### config.mk
export PLATFORM = sky130hd
export DESIGN_NAME = iot_stream_tx_flat
export DESIGN_NICKNAME = d
export VERILOG_FILES = /design/src/rtl/iot_stream_tx_pkg.sv /design/src/rtl/iot_stream_tx_if.sv /design/src/rtl/iot_stream_tx_fifo.sv /design/src/rtl/iot_stream_tx.sv /design/src/flat_wrapper.sv
export SDC_FILE = /design/constraint.sdc
export NUM_CORES = 1
export LEC_CHECK = 0
export BUFFER_PORTS_ARGS = -buffer_cell sky130_fd_sc_hd__buf_2
export CORE_UTILIZATION = 30
export DETAILED_ROUTE_END_ITERATION = 10
export PLACE_DENSITY_LB_ADDON = 0.08
export SETUP_SLACK_MARGIN = 0.2
export SYNTH_ARGS = -nofsm -noshare
export SYNTH_HDL_FRONTEND = slang
export SYNTH_HIERARCHICAL = 1
export SYNTH_SLANG_ARGS = --single-unit
### constraint.sdc
create_clock -name clk -period 10.3 [get_ports clk]
set_clock_uncertainty 0.2 [all_clocks]
set_input_delay 1.03 -clock clk [delete_from_list [all_inputs] [get_ports clk]]
set_output_delay 1.03 -clock clk [all_outputs]
set_load 0.05 [all_outputs]
### src/rtl/iot_stream_tx_pkg.sv
// Shared types and constants for the IoT data-filter transmit path.
package iotdf_pkg;
  localparam logic [2:0] FN_MAX     = 3'd1;
  localparam logic [2:0] FN_MIN     = 3'd2;
  localparam logic [2:0] FN_AVG     = 3'd3;
  localparam logic [2:0] FN_EXTRACT = 3'd4;
  localparam logic [2:0] FN_EXCLUDE = 3'd5;
  localparam logic [2:0] FN_PEAKMAX = 3'd6;
  localparam logic [2:0] FN_PEAKMIN = 3'd7;

  localparam int BYTES_PER_WORD  = 16;
  localparam int WORDS_PER_ROUND = 8;
  localparam int DATA_W          = 128;
  localparam int FN_W            = 3;

  typedef struct packed {
    logic [FN_W-1:0]   fn;
    logic [DATA_W-1:0] data;
  } fifo_entry_t;

  typedef enum logic [0:0] {
    ST_IDLE = 1'b0,
    ST_SEND = 1'b1
  } tx_state_t;

  function automatic logic [7:0] msb_byte(input logic [DATA_W-1:0] w);
    return w[DATA_W-1 -: 8];
  endfunction
endpackage

### src/rtl/iot_stream_tx_if.sv
// Upstream word handshake plus byte-serial filter link, bundled for iot_stream_tx.
interface iot_stream_tx_if;
  import iotdf_pkg::*;

  logic              s_valid;
  logic              s_ready;
  logic [DATA_W-1:0] s_data;
  logic [FN_W-1:0]   s_fn;
  logic              busy;
  logic              in_en;
  logic [7:0]        iot_in;
  logic [FN_W-1:0]   fn_sel;
  logic              round_done;

  modport slave (
    input  s_valid, s_data, s_fn, busy,
    output s_ready, in_en, iot_in, fn_sel, round_done
  );

  modport master (
    output s_valid, s_data, s_fn, busy,
    input  s_ready, in_en, iot_in, fn_sel, round_done
  );
endinterface

### src/rtl/iot_stream_tx_fifo.sv
// Generic synchronous FIFO, power-of-two depth, full/empty from a registered count.
// Latency: written entry visible on rdata the cycle after the push edge.
// Backpressure: push ignored when full, pop ignored when empty; push+pop together legal when not full.
module iot_tx_fifo #(
  parameter int DEPTH = 2,
  parameter int W     = 131
) (
  input  logic         clk,
  input  logic         rst,
  input  logic         push,
  input  logic [W-1:0] wdata,
  input  logic         pop,
  output logic [W-1:0] rdata,
  output logic         full,
  output logic         empty
);
  localparam int AW = $clog2(DEPTH);

  logic [W-1:0]  mem [DEPTH];
  logic [AW-1:0] wr_ptr;
  logic [AW-1:0] rd_ptr;
  logic [AW:0]   count;
  logic          do_push;
  logic          do_pop;

  assign full    = (count == (AW+1)'(DEPTH));
  assign empty   = (count == '0);
  assign do_push = push & ~full;
  assign do_pop  = pop & ~empty;
  assign rdata   = mem[rd_ptr];

  always_ff @(posedge clk) begin
    if (do_push) mem[wr_ptr] <= wdata;
  end

  always_ff @(posedge clk or negedge rst) begin
    if (!rst) begin
      wr_ptr <= '0;
      rd_ptr <= '0;
      count  <= '0;
    end else begin
      if (do_push) wr_ptr <= wr_ptr + 1'b1;
      if (do_pop)  rd_ptr <= rd_ptr + 1'b1;
      case ({do_push, do_pop})
        2'b10:   count <= count + 1'b1;
        2'b01:   count <= count - 1'b1;
        default: ;
      endcase
    end
  end
endmodule

### src/rtl/iot_stream_tx.sv
// Byte-serial transmitter: buffers 128-bit words and streams them MSB byte first to the filter.
// Latency: push at edge k, pop at k+1, first byte strobed in the cycle after k+1; 16 cycles/word.
// Backpressure: s_ready = !fifo_full (no same-cycle pop credit); busy stalls the byte stream in place.
module iot_stream_tx #(
  parameter int DEPTH           = 2,
  parameter int WORDS_PER_ROUND = iotdf_pkg::WORDS_PER_ROUND
) (
  input logic            clk,
  input logic            rst,
  iot_stream_tx_if.slave bus
);
  import iotdf_pkg::*;

  localparam int             WCW       = (WORDS_PER_ROUND > 1) ? $clog2(WORDS_PER_ROUND) : 1;
  localparam logic [WCW-1:0] LAST_WORD = WCW'(WORDS_PER_ROUND - 1);
  localparam logic [3:0]     LAST_BYTE = 4'(BYTES_PER_WORD - 1);

  fifo_entry_t       wr_entry;
  fifo_entry_t       rd_entry;
  logic              fifo_full;
  logic              fifo_empty;
  logic              push;
  logic              pop;
  tx_state_t         state;
  tx_state_t         state_nxt;
  logic [DATA_W-1:0] shreg;
  logic [3:0]        byte_cnt;
  logic [WCW-1:0]    word_cnt;
  logic [WCW-1:0]    word_cnt_inc;
  logic [WCW-1:0]    pop_idx;
  logic [FN_W-1:0]   fn_sel_q;
  logic              round_done_q;
  logic              xfer;
  logic              word_end;

  assign wr_entry     = '{fn: bus.s_fn, data: bus.s_data};
  assign push         = bus.s_valid & ~fifo_full;
  assign xfer         = (state == ST_SEND) & ~bus.busy;
  assign word_end     = xfer & (byte_cnt == LAST_BYTE);
  assign word_cnt_inc = (word_cnt == LAST_WORD) ? '0 : word_cnt + 1'b1;

  iot_tx_fifo #(
    .DEPTH (DEPTH),
    .W     ($bits(fifo_entry_t))
  ) u_fifo (
    .clk   (clk),
    .rst   (rst),
    .push  (push),
    .wdata (wr_entry),
    .pop   (pop),
    .rdata (rd_entry),
    .full  (fifo_full),
    .empty (fifo_empty)
  );

  // pop_idx is the round position of the word being popped, so a pop chained
  // at a word end already sees the advanced word counter.
  always_comb begin
    state_nxt = state;
    pop       = 1'b0;
    pop_idx   = word_cnt;
    case (state)
      ST_IDLE: begin
        if (!fifo_empty) begin
          pop       = 1'b1;
          state_nxt = ST_SEND;
        end
      end
      ST_SEND: begin
        if (word_end) begin
          pop_idx = word_cnt_inc;
          if (!fifo_empty) pop = 1'b1;
          else             state_nxt = ST_IDLE;
        end
      end
      default: state_nxt = ST_IDLE;
    endcase
  end

  always_ff @(posedge clk or negedge rst) begin
    if (!rst) state <= ST_IDLE;
    else      state <= state_nxt;
  end

  always_ff @(posedge clk or negedge rst) begin
    if (!rst) begin
      shreg        <= '0;
      byte_cnt     <= '0;
      word_cnt     <= '0;
      fn_sel_q     <= '0;
      round_done_q <= 1'b0;
    end else begin
      round_done_q <= word_end & (word_cnt == LAST_WORD);
      if (word_end) word_cnt <= word_cnt_inc;
      if (pop) begin
        shreg    <= rd_entry.data;
        byte_cnt <= '0;
        if (pop_idx == '0) fn_sel_q <= rd_entry.fn;
      end else if (xfer) begin
        shreg    <= {shreg[DATA_W-9:0], 8'h00};
        byte_cnt <= byte_cnt + 1'b1;
      end
    end
  end

  assign bus.s_ready    = ~fifo_full;
  assign bus.in_en      = xfer;
  assign bus.iot_in     = msb_byte(shreg);
  assign bus.fn_sel     = fn_sel_q;
  assign bus.round_done = round_done_q;
endmodule

### src/flat_wrapper.sv
// flat-port wrapper written by rule: the top's interface ports become plain ports
module iot_stream_tx_flat import iotdf_pkg::*;
#(
  parameter int DEPTH           = 2,
  parameter int WORDS_PER_ROUND = iotdf_pkg::WORDS_PER_ROUND
)
  (clk, rst, bus_s_valid, bus_s_data, bus_s_fn, bus_busy, bus_s_ready, bus_in_en, bus_iot_in, bus_fn_sel, bus_round_done);
  iot_stream_tx_if bus_i ();
  input logic clk;
  input logic rst;
  input wire logic [$bits(bus_i.s_valid)-1:0] bus_s_valid;
  input wire logic [$bits(bus_i.s_data)-1:0] bus_s_data;
  input wire logic [$bits(bus_i.s_fn)-1:0] bus_s_fn;
  input wire logic [$bits(bus_i.busy)-1:0] bus_busy;
  output wire logic [$bits(bus_i.s_ready)-1:0] bus_s_ready;
  output wire logic [$bits(bus_i.in_en)-1:0] bus_in_en;
  output wire logic [$bits(bus_i.iot_in)-1:0] bus_iot_in;
  output wire logic [$bits(bus_i.fn_sel)-1:0] bus_fn_sel;
  output wire logic [$bits(bus_i.round_done)-1:0] bus_round_done;
  assign bus_i.s_valid = bus_s_valid;
  assign bus_i.s_data = bus_s_data;
  assign bus_i.s_fn = bus_s_fn;
  assign bus_i.busy = bus_busy;
  assign bus_s_ready = bus_i.s_ready;
  assign bus_in_en = bus_i.in_en;
  assign bus_iot_in = bus_i.iot_in;
  assign bus_fn_sel = bus_i.fn_sel;
  assign bus_round_done = bus_i.round_done;
  iot_stream_tx #(.DEPTH(DEPTH), .WORDS_PER_ROUND(WORDS_PER_ROUND)) u_core (.clk(clk), .rst(rst), .bus(bus_i));
endmodule
==> results of run 1 <==
## layout by cell type, fill, tap and decap left out, types with 2 or more instances in the layout
cell type and n:
xnor2_1 4, mux2_2 261, buf_2 147, o21ai_0 5, ha_1 4, inv_1 11, nand3b_1 4, clkbuf_1 16
nor2_1 7, nor3b_1 3, clkinv_1 6, nand3_1 2, edfxtp_1 262, a21oi_1 2, nand2_1 13, xor2_1 3
bufinv_16 2, clkbuf_8 9, dfrtp_1 143, and3_1 2, clkinv_2 5, nor2b_1 3, clkbuf_16 49, buf_4 9
mux2i_1 8, diode_2 2, o2111ai_1 3, o211ai_1 3, mux2_4 112
## report_power, final
group / leakage, nW / internal, mW / total (mW) / switching, mW
clock: 0.745 / 0.984 / 1.63 / 0.650
combinational: 3.14 / 0.731 / 1.36 / 0.628
sequential: 4.33 / 2.24 / 2.48 / 0.239
total: 8.22 / 3.95 / 5.47 / 1.52
## synth_stat cells
library cell    n  area share
nand2b_2        1     0.00051
nor4_1          1     0.00037
o2111a_1        1     0.00066
buf_8           1     0.00088
o211ai_1        3      0.0013
buf_1           1     0.00022
a21oi_1         2     0.00059
mux2i_1         8      0.0047
edfxtp_1      262        0.46
mux2_4        112       0.098
clkbuf_1        1     0.00022
or3_1           1     0.00037
a21oi_2         1     0.00051
buf_2          20      0.0059
and3_1          3      0.0011
nor2_1          8      0.0018
mux2_2        261        0.17
nor3b_1         3      0.0013
buf_4          15      0.0066
nand3_1         2     0.00059
nand4b_1        1     0.00051
inv_1          11      0.0024
nand2b_1        1     0.00037
dfrtp_1       144        0.21
or4_1           1     0.00044
buf_6          16       0.011
inv_4           1     0.00037
nor2b_1         3      0.0011
xnor2_1         4      0.0021
o21ai_0         5      0.0015
o2111ai_1       3      0.0015
nand2_1        13      0.0029
o41ai_1         1     0.00051
nand3b_1        4      0.0018
xor2_1          3      0.0015
ha_1            4      0.0029
## sequential cells by signal (all words and copies together), names as in the netlist
| name | count |
|---|---|
| u_core/word_cnt | 3 |
| u_core/byte_cnt | 4 |
| u_core/u_fifo/rd_ptr | 1 |
| u_core/u_fifo/wr_ptr | 1 |
| u_core/state | 1 |
| u_core/u_fifo/mem | 262 |
| u_core/shreg | 128 |
| u_core/u_fifo/count | 2 |
| u_core/bus.fn_sel | 3 |
| u_core/bus.round_done | 1 |
## kinds of logic (layout without fill, tap and decap cells)
kind of cell,after synthesis,after routing,synth area share
simple gates,42,42,0.0130
xor+xnor,7,7,0.00359
flops,406,406,0.672
mux,381,381,0.275
other cells,0,2,0
compound gates,16,16,0.00659
fa+ha+maj,4,4,0.00293
buf+inv,66,257,0.0271
## per-layer routing
| metal | vias up | global-route usage | routed length [µm] |
|---|---|---|---|
| met5 | - | 0 | 9 |
| li1 | 3794 | - | - |
| met1 | 4192 | 0.167 | 16400 |
| met3 | 61 | 0.0265 | 1450 |
| met4 | 2 | 0.0479 | 876 |
| met2 | 139 | 0.209 | 17500 |
## worst paths after layout
kind | from | endpoint | slack (ns) | cells after the start
max | bus_busy | bus_in_en | 6.29 | 4
min | u_core/u_fifo/count[1] | u_core/u_fifo/count[1] | 0.29 | 1
max reg2reg | u_core/state | u_core/shreg[11] | 6.59 | 5
min reg2reg | u_core/u_fifo/count[1] | u_core/u_fifo/count[1] | 0.29 | 1
max in group asynchronous | rst | u_core/u_fifo/rd_ptr | 8.05 | 2
min in group asynchronous | rst | u_core/bus.fn_sel[2] | 0.33 | 1
## stage by stage
step	std cells	worst slack (ns)	power, mW
final	1871	6.29	5.47
after global routing	1870	6.16	5.79
after global placement	1782	5.91	3.91
after floorplan	922	2.76	3.59
after CTS	1869	6.22	5.61
after detailed placement	1782	5.86	3.93
## cell type report
cell class	instances	share of cell area
inverters	12	0.00250
flip-flops and latches	406	0.574
well taps	756	0.0473
clock inverters	13	0.00538
clock buffers	74	0.0705
repair buffers	158	0.0417
multi-input cells	450	0.258
diodes	2	0.000250
==> results by group, run 1 <==
Floorplan
  • Chip height: 241 µm
  • Initial Util: 0.304
  • Die width: 241 µm
  • Die area: about 58000 µm²
  • # IOs: approximately 150
  • Core area: between 50000 and 60000 µm²
  • Row count: 87

Setup path
  • Crit path max-delay family: buffers and inverters
  • CP Data Arrival Time: 2.78 ns
  • Buf/Inv on CP: 3
  • Startpoint Class: input pin
  • Cell repeated most along the worst path: buf_2
  • Setup CP Type: in -> out
  • Slowest stage delay, CP: approximately 0.67 ns
  • CP max-delay cell: inv_6
  • Worst-path maximum fanout: 54
  • WP data required: 9.07 ns
  • Crit. End Element: output pin
  • Cell Chain, Critical Path: buf_2 > nand2b_2 > inv_6 > buf_2

Drt
  • DR vias/cell: 4.38
  • Initial DRC Count: 322
  • Vias: around 8200
  • DRT Pass-1 Iters: 4
  • WL/cell: between 15 and 20 µm
  • Detail Route Antenna Nets: 0
  • Detailed Route WL: between 30 and 40 mm
  • Residual DRC: 0

Flow run
  • MaxCap Viol Count: 0

Timing
  • Fmax: 249 MHz
  • Part of the cycle the worst path needs: 0.390
  • Relative slew slack: 0.330
  • # setup viols final: 0
  • Worst slew pin tran: 1.00 ns
  • Final hold viol count: 0
  • Slew Limit Fails: 0
  • RSZ-0062 raised after global routing: no
  • Post-route minimum period: around 4 ns
  • Worst hold margin: 0.293 ns
  • Setup TNS: 0 ns

Final layout
  • Multi-input gate area: roughly 5200 µm²
  • Sequential Area: 11500 µm²
  • Layout cell share with drive strength beyond 1: 0.541
  • Final nets: 1214
  • Layout area overhead: 17.1%
  • Post-route cell area: 20000 µm²
  • # fillers: 5413
  • Final core utilization: 0.355

CTS
  • CTS tree: yes
  • CTS max path bufs: 3
  • H-tree level count: 2
  • Clock transition at path regs: 0.06 ns
  • Total CTS buffers: 47
  • Post-CTS resize count: 0
  • CTS sink cnt: approximately 410
  • Hold_buf cts: 0
  • Worst-Skew Late Latency: 0.57 ns
  • Root Buffer: clkbuf_16
  • Post-CTS Setup Inserts: 0

Synthesis
  • Synth Cell Area: 17100 µm²
  • Syn Nets: 1061
  • Synth Register Bits: 406
  • Post-synth cell types: 36
  • Synth Instances: 922
  • Avg Inst Size Synth: approximately 19 µm²
  • Sequential fraction of the synthesis area: 0.672
  • Yosys warnings: 6

Global routing
  • Vias in the first global route: roughly 9000
  • Initial antenna violation count: 2
  • Grt total ovfl: 0
  • Global Route Usage Sum: 0.128
  • First-pass GRT wire length: 54.9 mm
  • Largest net degree at the start of global routing: 134

Hold path
  • Worst hold-check path type: reg -> reg

Placement
  • Hpwl dp: around 21 mm
  • Final GP Congestion: around 0.67
  • Input/output buffers: 148
  • Placed Area: 18500 µm²

Outcome
  • Outcome: finished clean

Pwr
  • Leak pwr: 8.22 nW
  • Pwr dens: ~270 nW/µm²
  • Worst VDD drop: around 0.14 mV
Note: power is estimated with default switching activity, not from simulation.
==> run 2, diff against run 1 <==
- ABC_AREA: unset -> 1
- clock period: 10.3 -> 3.88 ns (I/O delays scaled with it)
==> run 2 against run 1 <==
  * Synthesized area is 4.0% lower
  * Sequential cell count unchanged
  * Sequential power increased to 2.6 times the previous value
  * Count of clock-buffer cells in the layout fell by 9
  * Synthesized cell count is 63% higher
  * Worst setup slack lost 5.1 ns
==> results by group, run 2 <==
Synthesis
  • Synth Cell Area: 16400 µm² (-4.0%)
  • Avg Inst Size Synth: 10.9 µm² (-41%)
  • Number of synthesized flops with an enable pin: 262 (unchanged)
  • Post-synth cell types: 25 (-31%)
  • Sequential fraction of the synthesis area: 0.700 (+0.0281)
  • Syn Nets: 1644 (+55%)
  • Yosys warnings: 6 (unchanged)
  • Main synth FF type: edfxtp_1
  • Synth Register Bits: 406 (unchanged)
  • Yosys top cell area share: 0.480 (+0.0193)
  • Synth async-reset ratio: 0.355 (unchanged)
  • Cell taking the most area after synthesis: edfxtp_1
  • Top-count cell post-synth: nand2_1
  • Synth top area cells: edfxtp_1 (48%), dfrtp_1 (22%), nand2_1 (13%)
  • Synth top cells by count: nand2_1 (563), nand3_1 (329), edfxtp_1 (262)
  • Synth Instances: 1505 (+63%)

Pwr
  • Worst VDD drop: 0.341 mV (+150%)
  • Clock power share: 0.307 (+0.008)
  • Overall Power: 14.1 mW (+160%)
  • Internal power: 9.53 mW (+140%)
  • Net Sw Frac: 0.325 (+0.0476)
  • Pwr dens: 688 nW/µm² (+150%)
  • Share of power burned in registers: 0.458 (+0.005)
  • Combinational power share: 0.235 (-0.013)
  • Leak pwr: 8.84 nW (+7.6%)
  • Sw Pwr: 4.59 mW (+200%)

Setup path
  • Worst-path maximum fanout: 100 (+85%)
  • R2R Path Start: u_core/byte_cnt[0]
  • WP data required: 4.13 ns (-4.94 ns)
  • Worst Reg-to-Reg Cells: 10 (+5)
  • Crit path to: u_core/shreg[119]
  • CP Data Arrival Time: 2.98 ns (+0.20 ns)
  • Setup CP Type: reg -> reg
  • RR Endpoint: u_core/shreg[119]
  • Crit. End Element: flip-flop
  • Startpoint Class: flip-flop
  • Worst reg-to-reg setup slack: 1.15 ns (-5.44 ns)
  • Crit path from: u_core/byte_cnt[0]

Floorplan
  • Core area: 53900 µm² (-4.2%)
  • Row count: 85 (-2.3%)
  • # IOs: 149 (unchanged)
  • Initial Util: 0.304 (+0.000553)
  • Chip height: 236 µm (-2.0%)
  • Die width: 236 µm (-2.0%)
  • Die area: 55600 µm² (-4.0%)

Final layout
  • Commonest non-fill, non-tap cells in the layout: nand2_1 (562), nand3_1 (329), edfxtp_1 (262)
  • Reg with most FFs: u_core/u_fifo/mem
  • Non-filler instance count after layout: 2487 (+33%)
  • Largest regs: u_core/u_fifo/mem: 262 flops, u_core/shreg: 128 flops, u_core/byte_cnt: 4 flops
  • Layout cell share with drive strength beyond 1: 0.140 (-0.401)
  • Commonest non-fill, non-tap cell in the layout: nand2_1
  • Layout area overhead: 25.2%
  • Final nets: 1892 (+56%)
  • # fillers: 5392 (-0.39%)
  • Antenna Cells: 0 (-2)
  • Final core utilization: 0.381 (+0.0255)
  • Max reg flops: 262 (unchanged)

CTS
  • Root Buffer: clkbuf_16
  • Clock transition at path regs: 0.06 ns (about the same)
  • Post-CTS resize count: 0 (unchanged)
  • H-tree level count: 2 (unchanged)
  • CTS sink cnt: 406 (unchanged)
  • Worst-Skew Late Latency: 0.57 ns (about the same)
  • Total CTS buffers: 48 (+2.1%)
  • CTS max path bufs: 3 (unchanged)
  • CTS tree: yes

Timing
  • # setup viols final: 0 (unchanged)
  • Relative slew slack: 0.309 (-0.0219)
  • Post-route minimum period: 2.73 ns
  • Setup TNS: 0 ns (unchanged)
  • Slew Limit Fails: 0 (unchanged)
  • Part of the cycle the worst path needs: 0.704
  • RSZ-0062 raised after global routing: no
  • Worst slew pin tran: 1.04 ns (+0.0329 ns)
  • Fmax: 366 MHz
  • Final hold viol count: 0 (unchanged)

Drt
  • DRT Pass-1 Iters: 4 (unchanged)
  • Initial DRC Count: 637 (+98%)
  • Met3 WL post-DR: 1.58 mm (+8.7%)
  • Met2 WL: 19.8 mm (+13%)
  • Detail Route Antenna Nets: 0 (unchanged)
  • WL/cell: 17.3 µm (-11%)
  • Met1 WL: 20.8 mm (+27%)
  • Vias: 11300 (+38%)
  • Detailed Route WL: 42.9 mm (+18%)
  • Top Layer Used: met5
  • Residual DRC: 0 (unchanged)
  • DR vias/cell: 4.54 (+3.8%)

Placement
  • Hpwl dp: 25.5 mm (+19%)
  • Final GP Congestion: 0.711 (+5.5%)
  • Placed instance count: 2267 (+27%)
  • Input/output buffers: 148 (unchanged)

Outcome
  • Outcome: finished clean

Global routing
  • Global Route Usage Sum: 0.157 (+0.0291)
  • Vias in the first global route: 11400 (+30%)
  • Grt total ovfl: 0 (unchanged)
  • First-pass GRT wire length: 67.7 mm (+23%)
  • Largest net degree at the start of global routing: 133 (-0.75%)
  • Initial antenna violation count: 2 (unchanged)

Flow run
  • MaxCap Viol Count: 0 (unchanged)

Hold path
  • Worst hold-check path type: in -> reg
[run 2: layer usage]
| metal | vias to the layer above | GRT usage |
|---|---|---|
| met2 | 195 | 0.248 |
| met1 | 5437 | 0.222 |
| met4 | 4 | 0.0398 |
| met5 | - | 0 |
| li1 | 5602 | - |
| met3 | 57 | 0.0307 |
[run 2: per-stage QoR]
step / area (µm²) / setup WS, ns / hold slack, ns
final: 20500 / 1.15 / 0.0848
after CTS: 20500 / 1.12 / 0.0499
after global placement: 17700 / 1.12 / 0.253
after floorplan: 16400 / 0.461 / -0.108
after global routing: 20500 / 0.909 / 0.102
after detailed placement: 17700 / 1.13 / 0.269
[run 2: critical path, stage by stage, from the launching register on]
cell,delay (ns)
dfrtp_1,0.40
ha_1,0.22
inv_1,0.08
nor2_2,0.05
nand2_2,0.11
nand2_1,0.16
nand2_8,0.46
buf_4,0.59
o211ai_1,0.15
o21ai_0,0.11
inv_1,0.05
[run 2: layout make-up]
cell class | count | area [µm²] | share of cell area
multi-input cells | 955 | 4200 | 0.204
inverters | 41 | 163 | 0.00792
flip-flops and latches | 406 | 11500 | 0.559
well taps | 696 | 871 | 0.0424
repair buffers | 301 | 2310 | 0.113
clock buffers | 65 | 1330 | 0.0646
clock inverters | 23 | 188 | 0.00914
[run 2: power groups by stage]
stage | clock network (mW) | logic, mW | registers, mW
detailed placement | 0 | 3.35 | 6.55
finish | 4.34 | 3.32 | 6.47
global route | 4.67 | 3.83 | 6.58
floorplan | 0 | 2.31 | 6.45
global placement | 0 | 3.33 | 6.54
CTS | 4.50 | 3.47 | 6.47
[run 2: worst min-delay path by stage]
| stage | startpoint | endpoint | slack [ns] | cells past startpoint |
|---|---|---|---|---|
| detailed placement | u_core/u_fifo/count[1] | u_core/u_fifo/count[1] | 0.27 | 2 |
| global route | bus_s_valid | u_core/u_fifo/wr_ptr | 0.10 | 5 |
| finish | bus_s_valid | u_core/u_fifo/wr_ptr | 0.08 | 5 |
| global placement | u_core/u_fifo/count[1] | u_core/u_fifo/count[1] | 0.25 | 2 |
| CTS | bus_s_valid | u_core/u_fifo/wr_ptr | 0.05 | 5 |
| floorplan | rst | u_core/bus.fn_sel[0] | -0.11 | 0 |
[run 2: kinds of logic (layout without fill, tap and decap cells)]
family	after synthesis	after routing	share of synthesized area
flip-flops	406	406	0.700
adder cells (fa/ha/maj)	4	4	0.00305
XOR/XNOR	4	4	0.00214
AO/OA/AOI/OAI	31	31	0.0124
buffers and inverters	144	430	0.0460
AND/OR/NAND/NOR	916	916	0.237
[run 2: repair_timing]
action | 4_1_cts | 5_1_grt
hold endpoints to repair | 340 | 0
setup endpoints to repair | 0 | 0
hold buffers | 132 | 0
buffers inserted | 0 | 0
==> run 3, diff against run 2 <==
- clock period: 3.88 -> 2.8 ns (I/O delays scaled with it)
==> run 3 against run 2 <==
  * Sequential power up 38%
  * Die area is the same
  * Final area increased by 0.59%
  * Critical path type is now reg -> out
  * Largest cell class unchanged
  * Largest power group unchanged
==> results by group, run 3 (synthesized netlist as in run 2, its figures left out) <==
Global routing
  • GR Util met1: 0.219 (-0.00263)
  • Gr busiest metal: met2
  • Vias in the first global route: 11500 (+0.56%)
  • Global Route Usage Sum: 0.156 (-0.000976)
  • Largest net degree at the start of global routing: 133 (unchanged)
  • GR Layer Usage met3: 0.0259 (-0.00480)
  • Grt met2 use: 0.247 (-0.00143)
  • First-pass GRT wire length: 67.5 mm (-0.21%)
  • Grt total ovfl: 0 (unchanged)
  • Initial antenna violation count: 4 (+2)

Outcome
  • Outcome: finished clean

Timing
  • Worst slew pin tran: 0.854 ns (-0.184 ns)
  • Slew Limit Fails: 0 (unchanged)
  • RSZ-0062 raised after global routing: no
  • Post-route minimum period: ~2.5 ns
  • Fmax: 408 MHz
  • Final hold viol count: 0 (unchanged)
  • Relative slew slack: 0.431 (+0.122)
  • Part of the cycle the worst path needs: 0.875
  • # setup viols final: 0 (unchanged)
  • Worst hold margin: 0.0210 ns (-0.0638 ns)

Final layout
  • Final nets: 1895 (+0.16%)
  • Max reg flops: 262 (unchanged)
  • Layout area overhead: 26.0%
  • Commonest non-fill, non-tap cell in the layout: nand2_1
  • Layout cell share with drive strength beyond 1: 0.139 (-0.000792)
  • # fillers: 5310 (-1.5%)
  • Commonest non-fill, non-tap cells in the layout: nand2_1 (562), nand3_1 (329), edfxtp_1 (262)
  • Reg with most FFs: u_core/u_fifo/mem
  • Largest regs: u_core/u_fifo/mem: 262 flops, u_core/shreg: 128 flops, u_core/byte_cnt: 4 flops

Pwr
  • Share of power burned in registers: 0.458 (about the same)
  • Sw Pwr: 6.32 mW (+38%)
  • Pwr dens: 947 nW/µm² (+38%)
  • Clock power share: 0.303 (-0.004)
  • Worst VDD drop: 0.434 mV (+27%)
  • Leak pwr: 8.87 nW (+0.32%)
  • Combinational power share: 0.239 (+0.004)
  • Internal power: 13.2 mW (+39%)
  • Overall Power: 19.6 mW (+39%)
  • Net Sw Frac: 0.323 (-0.00188)

CTS
  • CTS max path bufs: 3 (unchanged)
  • Post-CTS resize count: 0 (unchanged)
  • CTS sink cnt: 406 (unchanged)
  • Total CTS buffers: 47 (-2.1%)
  • CTS tree: yes
  • Worst-Skew Late Latency: 0.57 ns (about the same)
  • Post-CTS Setup Inserts: 0 (unchanged)
  • H-tree level count: 2 (unchanged)
  • Root Buffer: clkbuf_16
  • Clock transition at path regs: 0.06 ns (about the same)

Drt
  • Residual DRC: 0 (unchanged)
  • WL/cell: 17.0 µm (-1.5%)
  • DR vias/cell: 4.56 (+0.32%)
  • Vias: 11300 (+0.48%)
  • Detail Route Antenna Nets: 0 (unchanged)
  • Detailed Route WL: 42.3 mm (-1.4%)
  • Initial DRC Count: 603 (-5.3%)
  • DRT Pass-1 Iters: 4 (unchanged)

Floorplan
  • Chip height: 236 µm (unchanged)
  • Initial Util: 0.304 (unchanged)
  • Row count: 85 (unchanged)
  • Die width: 236 µm (unchanged)
  • Die area: 55600 µm² (unchanged)
  • Core area: 53900 µm² (unchanged)
  • # IOs: 149 (unchanged)

Placement
  • Final GP Congestion: 0.732 (+2.9%)
  • Input/output buffers: 148 (unchanged)
  • Hpwl dp: 25.4 mm (-0.21%)

Setup path
  • Startpoint Class: flip-flop
  • CP Data Arrival Time: 1.97 ns (-1.01 ns)
  • Worst-path maximum fanout: 114 (+14%)
  • Crit. End Element: output pin
  • WP data required: 2.32 ns (-1.81 ns)
  • Setup CP Type: reg -> out

Flow run
  • MaxCap Viol Count: 0 (unchanged)

Hold path
  • Worst hold-check path type: in -> reg
run 3: cell types whose count changed in the layout (fill, tap and decap cells not counted), sizes merged:
cell / previous run / this run
buf: 169 / 173
clkinv: 18 / 16
clkbuf: 65 / 66
diode: 0 / 1
run 3: path summary, 6_finish.rpt:
path                                              from                      to  slack [ns]  cells after the start
worst max-delay path                      u_core/state               bus_in_en        0.35                      4
worst max register to register      u_core/byte_cnt[0]        u_core/shreg[38]        0.51                      9
worst min register to register  u_core/u_fifo/count[1]  u_core/u_fifo/count[1]        0.29                      2
worst min-delay path                       bus_s_valid    u_core/u_fifo/wr_ptr        0.02                      6
min in group asynchronous                          rst       u_core/shreg[106]        0.03                      2
max in group asynchronous                          rst        u_core/shreg[26]        1.63                      3
run 3: cell type report:
type | count | area, µm² | area share
flip-flops and latches | 406 | 11500 | 0.556
multi-input cells | 955 | 4220 | 0.204
repair buffers | 305 | 2440 | 0.118
clock buffers | 66 | 1310 | 0.0634
well taps | 696 | 871 | 0.0422
clock inverters | 21 | 175 | 0.00848
inverters | 41 | 163 | 0.00787
diodes | 1 | 2.50 | 0.000121
run 3: per-layer routing:
layer  vias up  share of wire
met3        77          0.035
met4         6          0.025
met5         -        0.00057
met1      5470           0.48
met2       184           0.46
li1       5612              -
run 3: what timing repair did:
action | CTS | global route
setup endpoints to repair | 0 | 0
hold buffers | 132 | 0
hold endpoints to repair | 406 | 0
run 3: power groups by stage:
stage | sequential [mW] | clock (mW) | combinational [mW]
5_1_grt | 9.12 | 6.36 | 5.39
3_5_place_dp | 9.08 | 0 | 4.73
6_report | 8.95 | 5.93 | 4.69
4_1_cts | 8.96 | 6.14 | 4.89
2_1_floorplan | 8.95 | 0 | 3.21
3_3_place_gp | 9.07 | 0 | 4.71
run 3: worst max-delay path, stage by stage (launching register included):
cell,delay [ns]
dfrtp_1,0.45
nand2_8,0.08
inv_4,0.07
buf_12,0.42
buf_2,0.36
run 3: per-stage QoR:
stage,TNS (ns),instance area [µm²],setup slack [ns],util,cells
finish,0,20700,0.350,0.383,2491
global route,0,20700,0.212,0.383,2491
CTS,0,20700,0.243,0.383,2490
detailed placement,0,17800,0.469,0.331,2271
global placement,0,17800,0.483,0.331,2271
floorplan,-126.30,16400,-0.486,-,1505
